### src/rtl/shift_sequencer.sv
// shift_sequencer: multi-cycle shift/rotate built from a 2-bit step datapath and a down-counter.
module shift_sequencer #(
  parameter int WIDTH   = 32,
  parameter int SHAMT_W = 5
) (
  input  logic               clk,
  input  logic               rst_n,
  input  logic               start,
  input  logic [1:0]         op,
  input  logic [WIDTH-1:0]   data_in,
  input  logic [SHAMT_W-1:0] shamt,
  output logic               ready,
  output logic               busy,
  output logic               done,
  output logic [WIDTH-1:0]   result
);
  typedef enum logic [1:0] {IDLE, SHIFT, DONE} state_t;
  state_t             state_q, state_d;
  logic [WIDTH-1:0]   acc_q, acc_d, result_q, result_d, step_acc;
  logic [SHAMT_W-1:0] cnt_q, cnt_d, cnt_nxt;
  logic [1:0]         op_q, op_d;
  logic               two;
  always_ff @(posedge clk) begin
    if (!rst_n) begin
      state_q  <= IDLE;
      acc_q    <= '0;
      cnt_q    <= '0;
      op_q     <= 2'b00;
      result_q <= '0;
    end else begin
      state_q  <= state_d;
      acc_q    <= acc_d;
      cnt_q    <= cnt_d;
      op_q     <= op_d;
      result_q <= result_d;
    end
  end
  // One step moves by 2 unless only a single bit of shift remains.
  always_comb begin
    two      = cnt_q >= SHAMT_W'(2);
    cnt_nxt  = two ? cnt_q - SHAMT_W'(2) : '0;
    step_acc = op_q == 2'b00 ? (two ? {acc_q[WIDTH-3:0], 2'b00} : {acc_q[WIDTH-2:0], 1'b0}) :
               op_q == 2'b01 ? (two ? {2'b00, acc_q[WIDTH-1:2]} : {1'b0, acc_q[WIDTH-1:1]}) :
               op_q == 2'b10 ? (two ? {{2{acc_q[WIDTH-1]}}, acc_q[WIDTH-1:2]} : {acc_q[WIDTH-1], acc_q[WIDTH-1:1]}) :
                               (two ? {acc_q[WIDTH-3:0], acc_q[WIDTH-1:WIDTH-2]} : {acc_q[WIDTH-2:0], acc_q[WIDTH-1]});
  end
  always_comb begin
    state_d  = state_q;
    acc_d    = acc_q;
    cnt_d    = cnt_q;
    op_d     = op_q;
    result_d = result_q;
    case (state_q)
      IDLE: if (start) begin
        acc_d    = data_in;
        cnt_d    = shamt;
        op_d     = op;
        state_d  = shamt == '0 ? DONE : SHIFT;
        result_d = shamt == '0 ? data_in : result_q;
      end
      SHIFT: begin
        acc_d = step_acc;
        cnt_d = cnt_nxt;
        if (cnt_nxt == '0) begin
          state_d  = DONE;
          result_d = step_acc;
        end
      end
      default: state_d = IDLE;
    endcase
  end
  always_comb begin
    ready  = state_q == IDLE;
    busy   = state_q == SHIFT || state_q == DONE;
    done   = state_q == DONE;
    result = result_q;
  end
endmodule

### config.mk
export PLATFORM = sky130hd
export DESIGN_NAME = shift_sequencer
export DESIGN_NICKNAME = d
export VERILOG_FILES = /design/src/rtl/shift_sequencer.sv
export SDC_FILE = /design/constraint.sdc
export NUM_CORES = 1
export LEC_CHECK = 0
export CORE_MARGIN = 10
export CORE_UTILIZATION = 50
export DETAILED_ROUTE_END_ITERATION = 8
export HOLD_SLACK_MARGIN = 0.02
export PLACE_DENSITY_LB_ADDON = 0.08
export SYNTH_ARGS = -nofsm -noshare
export SYNTH_HDL_FRONTEND = slang
export SYNTH_SLANG_ARGS = --single-unit
export TNS_END_PERCENT = 5
### constraint.sdc
create_clock -name clk -period 4.7 [get_ports clk]
set_input_delay 0.47 -clock clk [delete_from_list [all_inputs] [get_ports clk]]
set_output_delay 0.47 -clock clk [all_outputs]
set_load 0.03 [all_outputs]
# Word-level counts from Yosys, hierarchy flattened
# Index checks and enable logic that the tools add are counted.
# word_totals
regBits	73
in_bits	42
out_inout_bits	35
wordCells	44
# classes
addsub	1
n_lt_le_gt_ge	1
n_eq_ne	7
n_mux	20
n_reduce_logical	10
# ops
op	n
$mux W32	9
$pmux W32 S2	2
$mux W31	1
$mux W30	1
$logic_not A5 Y1	2
$mux W5	2
$pmux W5 S2	1
$mux W2	3
$reduce_and A2 Y1	3
$ge A5 B2 Y1 const B	1
$sub A5 B2 Y5 const B	1
$eq A2 B1 Y1 const B	2
$eq A2 B2 Y1 const B	2
$logic_not A2 Y1	2
$ne A2 B2 Y1 const B	2
$pmux W2 S2	1
$reduce_and A4 Y1	1
$ne A2 B1 Y1 const B	1
$reduce_bool A2 Y1	1
$logic_or A1 B1 Y1	1

# Depth between registers and ports, before layout
# logic_depth
depth_word	7
ltp_mapped	11
depth_no_buf	7

# Worst setup path before layout
# No wires, ideal clock.
# synth_timing
kind	reg-to-reg
from	register state_q[0]
to	register result_q[1] (netlist: result[1])
setup_ns	0.075
t_arrival_ns	2.134
t_required_ns	4.625
setup_slack_ns	2.490
path_stages_with_launch	12
synth_period_minus_slack_ns	2.210
path_cell_list	dfxtp_1 > inv_1 > ha_1 > clkbuf_1 > nand2_1 > nor4b_1 > o22a_1 > buf_4 > nand2_2 > buf_6 > buf_6 > o22ai_2
# synth_between
elab_chain_len	3
elab_cells_between_ends	8
# synth_lines
element	line_no	rtl
from (decl)	18	state_t state_q, state_d;
from (signal assigned)	31	state_q <= state_d;
$logic_not A2 Y1 (*)	--	
via ready	12	output logic ready,
$ne A2 B1 Y1 (no line), or another cell as far along	--	
$reduce_and A4 Y1 (no line)	--	
to (signal assigned)	35	result_q <= result_d;
to (decl)	19	logic [WIDTH-1:0] acc_q, acc_d, result_q, result_d, step_acc;
# Mark *: on every way through the listed nets, which the timed path passes. The rest lies on a longest branch.
# A chain may end at the register's enable or synchronous reset.

# Final worst setup path
# layout_timing
from	register state_q[1]
to	register acc_q[12]
# layout_between
elab_chain_len	3
elab_cells_between_ends	6
# layout_lines
element	line_no	rtl
$eq A2 B1 Y1 or $logic_not A2 Y1 (tied branches)	53	case (state_q)
$reduce_bool A2 Y1 (no line) or $ne A2 B2 Y1 (tied branches)	--	
$reduce_and A2 Y1 (no line)	--	
to (signal assigned)	26	acc_q <= '0;
to (signal assigned)	32	acc_q <= acc_d;
to (decl)	19	
# Parallel ways exist; a longest one is shown, timed or not.

==> qor.yml <==
timing:
  skew_ns: 0.0122
  max_freq_mhz: 295
  timing.hold.ws_ns: 0.463
  setup_violations: 0
  finalHoldViolCount: 0
  fin_ws_ns: 1.31
  rsz0062_at_grt: "no"
  min_period_ns: 3.39
  relSlewSlack_pct: 16.4
  tns_ns: 0
  timing.final.crit_share_pct: 72.1
  worstMarginPinSlew_ns: 1.25
  maxSlewViolCount: 0
synth:
  synth_top_family_by_area: "compound AO/OA/AOI/OAI gates"
  synthCells: 491
  synthAdderAreaFrac_pct: 1.29
  yosys.area_share.simple_pct: 21.7
  async_flop_share_pct: 0
  ys_warn_count: 0
  synthMuxAreaShare_pct: 0.517
  synth_nets: 537
  synth_xor_xnor_area_share_pct: 0.453
  ys_types: 55
  synth_edf_count: 0
  synth_flop_cell: "dfxtp_1"
  synth_compound_area_share_pct: 31.4
  syn_area_um2: 3870
  ys_seq_elements: 73
  synth-seq-area-share_pct: 37.8
  synth.avg_cell_area_um2: 7.88
cts:
  hold_buffers: 0
  clk_transition_reported_paths_ns: 0.08
  cts_resized: 0
  cts.sink_count: 73
  root_buffer: "clkbuf_8"
  clock_latency_ns: 0.35
  cts_tree: "done"
  cts_buffers: 9
  cts_buffer_depth: 2
  cts-htree-levels: 3
  cts_setup_buffers: 0
min_path:
  min-delay-start: "acc_q[9]"
  hold_class: "reg2reg"
  hold_depth: 2
  holdPathEnd: "acc_q[9]"
worst_setup_path:
  rr_worst_depth: 7
  reg2reg_slack_ns: 1.31
  path_class: "reg2reg"
  cp-end-kind: "flip-flop"
  regToRegEndpoint: "acc_q[12]"
  critPathLaunchType: "flip-flop"
  slowest_delay_ns: 0.82
  crit_fanout: 41
  cp.required_ns: 4.95
  crit_chain: "inv_1 -> ha_1 -> buf_4 -> inv_1 -> o21ai_1 -> nand2_1 -> o21ai_0"
  crit_arrival_ns: 3.64
  cpMaxStageDelayCell: "nand2_1"
  crit_top_cell: "inv_1"
  r2r_start: "state_q[1]"
outcome:
  outcome: "finished clean"
pwr:
  power_density_nw_per_um2: 402
  power.share.switching_pct: 38.3
  p_leak_uw: 0.00179
  vdd_ir_drop_max_mv: 0.171
  seq_power_share_pct: 39.2
  power_frac_clock_pct: 26.1
  p_int_uw: 1190
  combPwrFrac_pct: 34.6
  power.total_uw: 1930
  p_sw_uw: 738
run:
  cap_violations: 0
drt:
  ant_nets: 0
  drt_pass1_iterations: 5
  drt-initial-drc-count: 281
  avgRoutedWirePerCell_um: 18.1
  drcViolationCount: 0
  num_vias: 3903
  routed_via_density: 6.01
  finalWirelength_um: 11700
global_routing:
  grt_pass1_vias: 3732
  antenna_found_initial: 0
  gr-total-overflow: 0
  grtUsageTotal_pct: 19.9
  grt_max_degree: 42
  grt_pass1_wl_um: 19100
floorplanning:
  die-area_um2: 11700
  die_h_um: 108
  row_count: 32
  core_um2: 7610
  ioPinCount: 77
  fp.dieW_um: 108
  start_util_pct: 50.9
placed_design:
  gp_congestion: 0.943
  pre_cts_ws_ns: 1.42
  io_buffer_count: 76
  place.detailed.hpwl_um: 7980
cells_and_area:
  final_core_util_pct: 63.1
  syn_to_final_growth_pct: 24.0
  final_nets: 588
  drive_above_1_share_pct: 8.04
  layout_commonest_cell: "nand2_1"
  diodes: 0
  mostFrequentLayoutCells: "nand2_1 (81), clkdlybuf4s50_1 (76), dfxtp_1 (73)"
==> stage by stage <==
step	std cells	instance area, µm²
2_1_floorplan	491	3870
3_3_place_gp	633	4600
3_5_place_dp	633	4600
4_1_cts	649	4800
5_1_grt	649	4800
6_report	649	4800
==> worst max-delay path by stage <==
stage / end / from / slack, ns
3_5_place_dp: acc_q[12] / state_q[1] / 1.42
3_3_place_gp: acc_q[11] / state_q[1] / 1.44
5_1_grt: acc_q[6] / state_q[1] / 1.07
4_1_cts: acc_q[12] / state_q[1] / 1.38
6_report: acc_q[12] / state_q[1] / 1.31
2_1_floorplan: result[1] / state_q[0] / 2.49
==> registers in the layout, summed over array words and instances, names as in the netlist <==
register / cells
acc_q: 32
result: 32
cnt_q: 5
op_q: 2
state_q: 2
==> power groups by stage <==
stage | clock network [µW] | logic (µW) | registers (µW)
floorplan | 0 | 449 | 781
global placement | 0 | 653 | 766
detailed placement | 0 | 660 | 768
CTS | 506 | 663 | 754
global route | 532 | 730 | 767
finish | 505 | 668 | 757
==> cell families (layout without fill, tap and decap cells) <==
logic type / count (synthesis) / after routing
muxes: 2 / 2
xor gates and xnor gates: 2 / 2
AOI/OAI and AO/OA: 171 / 171
buffers and inverters: 58 / 114
DFF: 73 / 73
adders and majority gates: 4 / 4
and+or+nand+nor: 181 / 181
==> routing by layer <==
metal,share of wire [%],track usage [%],wire (µm)
met1,43,26.0,5080
met2,47,31.0,5480
met3,8.4,5.71,989
met4,1.6,6.20,182
met5,0,0,0
==> worst max-delay path, delay by kind of cell (launching register included) <==
family | cells | cell delay [ns]
buffers and inverters | 3 | 0.81
AOI/OAI and AO/OA | 2 | 1.17
DFF | 1 | 0.32
and+or+nand+nor | 1 | 0.82
adders and majority gates | 1 | 0.15
==> layout make-up <==
type | count | area (µm²)
fillers | 685 | 2810
multi-input cells | 360 | 2140
flip-flops and latches | 73 | 1460
repair buffers | 83 | 813
clock buffers | 11 | 141
well taps | 102 | 128
inverters | 15 | 56.3
clock inverters | 5 | 55.1
==> cell usage after synthesis (5+ instances only) <==
master / instances / area share (%)
o22ai_2: 10 / 3.2
clkbuf_1: 25 / 2.4
a211o_1: 10 / 2.3
o22ai_1: 20 / 3.2
dfxtp_1: 73 / 38
a21oi_1: 22 / 2.8
inv_1: 15 / 1.5
a211oi_1: 32 / 6.2
buf_2: 13 / 1.7
o21ai_1: 5 / 0.65
nor2_1: 42 / 4.1
nor3_1: 8 / 1.0
nand3_1: 7 / 0.91
and3_1: 15 / 2.4
or3_1: 8 / 1.3
nand2_1: 81 / 7.9
o21ai_0: 35 / 4.5
No activity file was read; power rests on OpenSTA's default activity.
